===== src/rtl/dec_8b10b_sync_ctrl_if.sv =====
// Signal bundle between the 8b/10b receive controller, its decoder and the downstream byte sink.
// Handshake: a symbol moves when in_valid=1 and a byte moves when out_valid=1; there is no ready.
interface dec_8b10b_sync_ctrl_if #(
  parameter int CNT_W = 16
);
  logic             in_valid;
  logic [9:0]       in_data;
  logic             dec_df;
  logic [9:0]       dec_di;
  logic             dec_de;
  logic [7:0]       dec_do;
  logic             dec_k;
  logic             dec_viol;
  logic             out_valid;
  logic [7:0]       out_data;
  logic             out_k;
  logic             out_err;
  logic             sync;
  logic [CNT_W-1:0] err_total;
  logic [1:0]       state;

  modport slave (
    input  in_valid, in_data, dec_de, dec_do, dec_k, dec_viol,
    output dec_df, dec_di, out_valid, out_data, out_k, out_err, sync, err_total, state
  );

  modport master (
    output in_valid, in_data, dec_de, dec_do, dec_k, dec_viol,
    input  dec_df, dec_di, out_valid, out_data, out_k, out_err, sync, err_total, state
  );
endinterface


===== src/rtl/dec_8b10b_sync_ctrl.sv =====
// Receive-side controller for a combinational 8b/10b decoder: running disparity,
// comma-based sync acquire/loss with error hysteresis, registered in-sync byte output.
module dec_8b10b_sync_ctrl #(
  parameter int COMMA_CNT = 3,
  parameter int ERR_MAX   = 4,
  parameter int GOOD_RUN  = 4,
  parameter int CNT_W     = 16
) (
  input logic                  clk,
  input logic                  rst,
  dec_8b10b_sync_ctrl_if.slave bus
);

  localparam int C_W = $clog2(COMMA_CNT + 1);
  localparam int B_W = $clog2(ERR_MAX + 1);
  localparam int G_W = $clog2(GOOD_RUN + 1);

  typedef enum logic [1:0] {
    LOS  = 2'd0,
    ACQ  = 2'd1,
    SYNC = 2'd2
  } state_t;

  state_t           state;
  logic             rd;
  logic [C_W-1:0]   ccnt;
  logic [B_W-1:0]   bcnt;
  logic [G_W-1:0]   gcnt;
  logic             out_valid;
  logic [7:0]       out_data;
  logic             out_k;
  logic             out_err;
  logic [CNT_W-1:0] err_total;

  logic good;
  logic comma;

  assign good  = bus.in_valid && !bus.dec_viol;
  assign comma = good && bus.dec_k &&
                 ((bus.dec_do == 8'h3C) || (bus.dec_do == 8'hBC) || (bus.dec_do == 8'hFC));

  assign bus.dec_df    = rd;
  assign bus.dec_di    = bus.in_data;
  assign bus.out_valid = out_valid;
  assign bus.out_data  = out_data;
  assign bus.out_k     = out_k;
  assign bus.out_err   = out_err;
  assign bus.sync      = (state == SYNC);
  assign bus.err_total = err_total;
  assign bus.state     = state;

  always_ff @(posedge clk) begin
    if (rst) begin
      state     <= LOS;
      rd        <= 1'b0;
      ccnt      <= '0;
      bcnt      <= '0;
      gcnt      <= '0;
      out_valid <= 1'b0;
      out_data  <= '0;
      out_k     <= 1'b0;
      out_err   <= 1'b0;
      err_total <= '0;
    end else begin
      // Output decisions use the state as it was before this symbol.
      out_valid <= bus.in_valid && (state == SYNC);
      if (bus.in_valid) begin
        if (state == SYNC) begin
          out_data <= bus.dec_do;
          out_k    <= bus.dec_k;
          out_err  <= bus.dec_viol;
          if (bus.dec_viol && (err_total != '1)) begin
            err_total <= err_total + 1'b1;
          end
        end

        // While hunting, a violation may just mean we guessed the wrong disparity.
        if (good) begin
          rd <= bus.dec_de;
        end else if (state == LOS) begin
          rd <= ~rd;
        end

        case (state)
          LOS: begin
            if (comma) begin
              if (COMMA_CNT == 1) begin
                state <= SYNC;
                ccnt  <= '0;
                bcnt  <= '0;
                gcnt  <= '0;
              end else begin
                state <= ACQ;
                ccnt  <= C_W'(1);
              end
            end
          end
          ACQ: begin
            if (bus.dec_viol) begin
              state <= LOS;
              ccnt  <= '0;
            end else if (comma) begin
              if (ccnt == C_W'(COMMA_CNT - 1)) begin
                state <= SYNC;
                ccnt  <= '0;
                bcnt  <= '0;
                gcnt  <= '0;
              end else begin
                ccnt <= ccnt + 1'b1;
              end
            end
          end
          SYNC: begin
            if (bus.dec_viol) begin
              gcnt <= '0;
              if (bcnt == B_W'(ERR_MAX - 1)) begin
                state <= LOS;
                ccnt  <= '0;
                bcnt  <= '0;
              end else begin
                bcnt <= bcnt + 1'b1;
              end
            end else if (gcnt == G_W'(GOOD_RUN - 1)) begin
              // A clean run retires one bad credit; gcnt keeps cycling at zero credit.
              gcnt <= '0;
              if (bcnt != '0) begin
                bcnt <= bcnt - 1'b1;
              end
            end else begin
              gcnt <= gcnt + 1'b1;
            end
          end
          default: begin
            state <= LOS;
          end
        endcase
      end
    end
  end

endmodule

===== src/flat_wrapper.sv =====
// flat-port wrapper written by rule: the top's interface ports become plain ports
module dec_8b10b_sync_ctrl_flat 
#(
  parameter int COMMA_CNT = 3,
  parameter int ERR_MAX   = 4,
  parameter int GOOD_RUN  = 4,
  parameter int CNT_W     = 16
)
  (clk, rst, bus_in_valid, bus_in_data, bus_dec_de, bus_dec_do, bus_dec_k, bus_dec_viol, bus_dec_df, bus_dec_di, bus_out_valid, bus_out_data, bus_out_k, bus_out_err, bus_sync, bus_err_total, bus_state);
  dec_8b10b_sync_ctrl_if #(.CNT_W(CNT_W)) bus_i ();
  input logic clk;
  input logic rst;
  input wire logic [$bits(bus_i.in_valid)-1:0] bus_in_valid;
  input wire logic [$bits(bus_i.in_data)-1:0] bus_in_data;
  input wire logic [$bits(bus_i.dec_de)-1:0] bus_dec_de;
  input wire logic [$bits(bus_i.dec_do)-1:0] bus_dec_do;
  input wire logic [$bits(bus_i.dec_k)-1:0] bus_dec_k;
  input wire logic [$bits(bus_i.dec_viol)-1:0] bus_dec_viol;
  output wire logic [$bits(bus_i.dec_df)-1:0] bus_dec_df;
  output wire logic [$bits(bus_i.dec_di)-1:0] bus_dec_di;
  output wire logic [$bits(bus_i.out_valid)-1:0] bus_out_valid;
  output wire logic [$bits(bus_i.out_data)-1:0] bus_out_data;
  output wire logic [$bits(bus_i.out_k)-1:0] bus_out_k;
  output wire logic [$bits(bus_i.out_err)-1:0] bus_out_err;
  output wire logic [$bits(bus_i.sync)-1:0] bus_sync;
  output wire logic [$bits(bus_i.err_total)-1:0] bus_err_total;
  output wire logic [$bits(bus_i.state)-1:0] bus_state;
  assign bus_i.in_valid = bus_in_valid;
  assign bus_i.in_data = bus_in_data;
  assign bus_i.dec_de = bus_dec_de;
  assign bus_i.dec_do = bus_dec_do;
  assign bus_i.dec_k = bus_dec_k;
  assign bus_i.dec_viol = bus_dec_viol;
  assign bus_dec_df = bus_i.dec_df;
  assign bus_dec_di = bus_i.dec_di;
  assign bus_out_valid = bus_i.out_valid;
  assign bus_out_data = bus_i.out_data;
  assign bus_out_k = bus_i.out_k;
  assign bus_out_err = bus_i.out_err;
  assign bus_sync = bus_i.sync;
  assign bus_err_total = bus_i.err_total;
  assign bus_state = bus_i.state;
  dec_8b10b_sync_ctrl #(.COMMA_CNT(COMMA_CNT), .ERR_MAX(ERR_MAX), .GOOD_RUN(GOOD_RUN), .CNT_W(CNT_W)) u_core (.clk(clk), .rst(rst), .bus(bus_i));
endmodule

===== config.mk =====
export PLATFORM = sky130hd
export DESIGN_NAME = dec_8b10b_sync_ctrl_flat
export DESIGN_NICKNAME = d
export VERILOG_FILES = /design/src/rtl/dec_8b10b_sync_ctrl_if.sv /design/src/rtl/dec_8b10b_sync_ctrl.sv /design/src/flat_wrapper.sv
export SDC_FILE = /design/constraint.sdc
export NUM_CORES = 1
export LEC_CHECK = 0
export BUFFER_PORTS_ARGS = -buffer_cell sky130_fd_sc_hd__buf_2
export CAP_MARGIN = 20
export CORE_AREA = 2 2 72 74
export DETAILED_ROUTE_END_ITERATION = 8
export DIE_AREA = 0 0 74 76
export PLACE_DENSITY = 0.81
export SLEW_MARGIN = 10
export SYNTH_ARGS = -nofsm -noshare
export SYNTH_HDL_FRONTEND = slang
export SYNTH_SLANG_ARGS = --single-unit

===== constraint.sdc =====
create_clock -name clk -period 2.05 [get_ports clk]
set_input_delay 0.205 -clock clk [delete_from_list [all_inputs] [get_ports clk]]
set_output_delay 0.205 -clock clk [all_outputs]
set_load 0.02 [all_outputs]

---- Word-level counts from Yosys, hierarchy flattened ----
Index checks and enable logic that the tools add are counted.
operators by class
  add/subtract/negate cells ............... 5
  equal/unequal tests ..................... 19
  mux-type cells .......................... 24
  bitwise operators ....................... 1
  reductions and logical operators ........ 20
operators by type and width
  operator                                          count
  two-way mux 3 bit                                 9
  two-way mux 2 bit                                 9
  adder 16 x 1 -> 16 bit, second input constant     1
  == test 8 bit, second input constant              2
  != test 16 bit, second input constant             1
  != test 3 x 2 -> 1 bit, second input constant     4
  case mux 2 bit (3 select lines)                   2
  case mux 3 bit (2 select lines)                   2
  AND reduction 6 bit                               2
  == test 8 x 6 -> 1 bit, second input constant     1
  != test 2 x 1 -> 1 bit, second input constant     4
  AND reduction 7 bit                               1
  adder 3 x 1 -> 3 bit, second input constant       2
  == test 3 x 2 -> 1 bit, second input constant     2
  nonzero test 3 bit                                2
  logical AND 1 bit                                 5
  AND reduction 5 bit                               1
  == test 2 bit, second input constant              2
  != test 2 bit, second input constant              2
  AND reduction 2 bit                               2
  nonzero test 2 bit                                2
  AND reduction 3 bit                               1
  subtractor 3 x 1 -> 3 bit, second input constant  1
  adder 2 x 1 -> 2 bit, second input constant       1
  6 further kinds                                   8
storage, ports and cells
  register bits ........................... 38
  input bits .............................. 24
  output and inout bits ................... 41

---- Logic depth before layout (Yosys ltp) ----
  depth in word-level cells ............... 7
  gate-level depth with buffers ........... 7

---- Worst setup path after synthesis ----
Ideal clock, no wire load.
  kind .................................... reg2reg
  start point ............................. register u_core.state[1] (netlist: u_core.bus.state[1])
  end point ............................... register u_core.err_total[9] (netlist: u_core.bus.err_total[9])
  setup time .............................. 0.121 ns
  arrival time ............................ 2.140 ns
  required time ........................... 1.929 ns
  path slack .............................. -0.211 ns
  stages on the path, launching flop included .. 7
  buffers on the path ..................... 1
  cell sequence ........................... dfxtp_1 -> ha_1 -> and4_1 -> nand4_1 -> buf_2 -> nor4b_1 -> mux2_2
on the way
  cells in the longest elaborated chain, start to end .. 2
RTL lines
  what                           line                       source
  from (decl)                    dec_8b10b_sync_ctrl.sv:24  state_t state;
  from (signal assigned)         dec_8b10b_sync_ctrl.sv:54  state <= LOS;
  from (signal assigned)         dec_8b10b_sync_ctrl.sv:88  state <= SYNC;
  from (signal assigned)         dec_8b10b_sync_ctrl.sv:93  state <= ACQ;
  == test 2 bit                  -
  named net bus_sync             flat_wrapper.sv:25         output wire logic [$bits(bus_i.sync)-1:0] bus_sync;
  AND reduction 3 bit (no line)  -
  to (signal assigned)           dec_8b10b_sync_ctrl.sv:73  err_total <= err_total + 1'b1;
  to (decl)                      dec_8b10b_sync_ctrl.sv:33  logic [CNT_W-1:0] err_total;
The timed path passes the listed nets, and every way through them passes these cells.
A chain may end at the register's enable or synchronous reset.

---- Final worst setup path ----
  start point ............................. register u_core.state[0] (netlist: u_core.bus.state[0])
  end point ............................... register u_core.err_total[5] (netlist: u_core.bus.err_total[5])
on the way
  cells in the longest elaborated chain, start to end .. 2
RTL lines
  what                           line                       source
  == test 2 bit                  dec_8b10b_sync_ctrl.sv:68  if (state == SYNC) begin
  AND reduction 3 bit (no line)  -
No other way between the ends.

==> results.cfg <==
[run_status]
status = finished clean

[route]
drt_pass1_iterations = 4
vias = 2037
antenna_left = 0
drc = 0
drt_wl_total_um = 5210
drt_iter0_drc = 112
wl_per_cell_um = 13.7
via_per_inst = 5.37

[critical_path]
ff2ff_setup_slack_ps = 160
crit_chain = inv_1, ha_4, and4_1, nand4_1, buf_4, or4_1, a21oi_1
start_kind = register
r2r_start = u_core.bus.state[0]
worstPathBufferInverterCount = 2
cp-end-kind = register
crit_family = simple AND/OR/NAND/NOR gates
slowest_delay_ps = 470
reg2reg_depth = 7
reg2reg_to = u_core.bus.err_total[5]
cp.required_ps = 2270
cpMaxStageDelayCell = or4_1
path_class = register to register
path_max_fanout = 4
cp.arrival_ps = 2110

[synthesis]
ys_seq_area_share_pct = 35.4
yosysTopAreaCell = dfxtp_1
netlist_top_cells_area = dfxtp_1, nand2_1, ha_1, a21oi_1, buf_4
synthCells = 264
synth_top_area_share_pct = 35.4
netlist_area_um2 = 2150
synth_cell_types = 46
synth-warning-count = 0
synthMostInstantiatedCell = dfxtp_1
avgSynthCellArea_um2 = 8.15
ys_ff_latch = 38
ys_async_sr_fraction_pct = 0
synth-main-ff-cell = dfxtp_1
synth_common_cells = dfxtp_1, nand2_1, a21oi_1
synth.net_count = 297
synth_edf_count = 0

[final_layout]
diodes = 0
drive_gt1_share_pct = 25.2
synthToLayoutAreaGrowth_pct = 19.1
nNetsFinal = 343

[placed_design]
io_buffers = 44
post-dp-hpwl_um = 3830
dp_slack_ps = 151
gp_congestion = 0.843

[clock_network]
root_buffer = clkbuf_8
cts_buffer_depth = 2
htree_num_levels = 2
tritoncts = built
numCtsBuffers = 5
clkTransAtPathRegs_ps = 70
clock-sinks = 38
cts_resized = 0
clkLatencyLatePin_ps = 290

[timing]
setup_tns_ps = 0
layout_min_cycle_time_ps = 1890
drv_slew = 0
worst_hold_slack_ps = 167
finalSetupViolCount = 0
worstMarginPinSlew_ps = 472
setup_slack_ps = 159
fin_crit_sh_pct = 92.2
hold_viol_final = 0
fmax_mhz = 529
rsz0062_at_grt = false
relSlewSlack_pct = 68.4
skew_ps = 7.06

[die]
rows = 26
die_x_um = 74
die_h_um = 76
core_um2 = 4910
initial_core_util_pct = 43.8
ios = 65
dieArea_um2 = 5620

[worst_hold_path]
min_from = bus_dec_do[0]
holdPathStages = 3
whs_endpoint = u_core.bus.out_data[0]
hp-class = input port to register

[grt]
grt_usage_pct = 19.3
grt_pass1_wl_um = 8600
grt_pass1_vias = 1930
overflow = 0
grt_max_degree = 17
antenna_found_initial = 0

[power_and_ir_drop]
p_per_area_nw_per_um2 = 520
irDropWorstVdd_uv = 270
p_leak_nw = 0.999

[run]
drv_cap = 0
==> state kept, by name, summed over array words and instances, names as in the netlist <==
| signal | count |
|---|---|
| u_core.bus.out_valid | 1 |
| u_core.bus.out_data | 8 |
| u_core.bus.out_err | 1 |
| u_core.bus.state | 2 |
| u_core.ccnt | 2 |
| u_core.bus.dec_df | 1 |
| u_core.gcnt | 3 |
| u_core.bus.out_k | 1 |
| u_core.bus.err_total | 16 |
| u_core.bcnt | 3 |
==> worst max-delay path by stage <==
stage	start	endpoint	slack, ps	cells after the start
after floorplan	u_core.bus.state[0]	u_core.bus.err_total[9]	10	7
after global placement	u_core.bus.state[0]	u_core.bus.err_total[11]	160	7
after detailed placement	u_core.bus.state[0]	u_core.bus.err_total[15]	150	7
after CTS	u_core.bus.state[0]	u_core.bus.err_total[15]	110	7
after global routing	u_core.bus.state[0]	u_core.bus.err_total[15]	30	7
final	u_core.bus.state[0]	u_core.bus.err_total[5]	160	7
==> through the flow <==
stage	cells	utilization, %	power (W)	instance area (µm²)
6_report	379	52.1	0.00133	2560
3_3_place_gp	371	50.2	0.000827	2460
2_1_floorplan	264	-	0.000823	2160
5_1_grt	379	52.1	0.00139	2560
4_1_cts	377	51.8	0.00134	2550
3_5_place_dp	371	50.2	0.000829	2460
==> repair_timing <==
item | 4_1_cts | 5_1_grt
endpoints found under the setup margin | 0 | 2
setup buffers | 0 | 2
hold buffers | 0 | 0
==> cells in the final DEF, fill, tap and decap left out, types with 2 or more instances in the layout <==
cell type	instances
mux2_1	2
a211oi_1	3
nand2b_1	5
nand3_1	10
a21oi_1	19
or4_1	5
buf_2	44
nand2_1	36
nand3b_1	3
o31ai_1	5
nor3b_1	2
or3_1	4
nor3_1	6
clkbuf_8	6
nor4_1	4
o21ai_0	7
o21a_1	2
mux2_2	4
inv_1	9
ha_1	8
nor2_1	17
nand4_1	11
a31oi_1	4
o22ai_1	2
mux2i_1	6
nor2b_1	9
buf_4	17
o211ai_1	2
dfxtp_1	37
or2_2	2
==> power by group <==
| part | total [W] | internal (W) | switching (W) |
|---|---|---|---|
| Combinational | 0.0000709 | 0.0000272 | 0.0000437 |
| Clock | 0.000518 | 0.000260 | 0.000259 |
| Sequential | 0.000741 | 0.000739 | 0.00000220 |
==> worst register-to-register path: cells and delay by family (launching register included) <==
kind	cells	cell delay (ps)
and+or+nand+nor	3	850
buffers and inverters	2	330
DFF	1	310
AOI/OAI and AO/OA	1	170
adders and majority gates	1	160
==> area by class of cell <==
type	count	area, µm²
repair buffers	61	348
well taps	70	87.6
flip-flops and latches	38	762
multi-input cells	195	1250
fillers	481	2350
clock buffers	6	82.6
inverters	9	33.8
==> cell families after synthesis <==
| family | after synthesis | synth area share (%) |
|---|---|---|
| and+or+nand+nor | 122 | 30.8 |
| DFF | 38 | 35.4 |
| AOI/OAI and AO/OA | 50 | 14.7 |
| buffers and inverters | 31 | 7.21 |
| muxes | 12 | 5.93 |
| adders and majority gates | 9 | 5.24 |
| xor gates and xnor gates | 2 | 0.815 |
==> layer usage <==
layer / part of all wire, % / wire (µm) / vias to the layer above / global-route usage [%]
li1: - / - / 1024 / -
met5: 0 / 0 / - / 0
met3: 5.3 / 275 / 10 / 4.89
met2: 49 / 2530 / 50 / 32.1
met1: 44 / 2320 / 953 / 23.5
met4: 1.6 / 84 / 0 / 6.91
(Power assumes the default switching activity.)
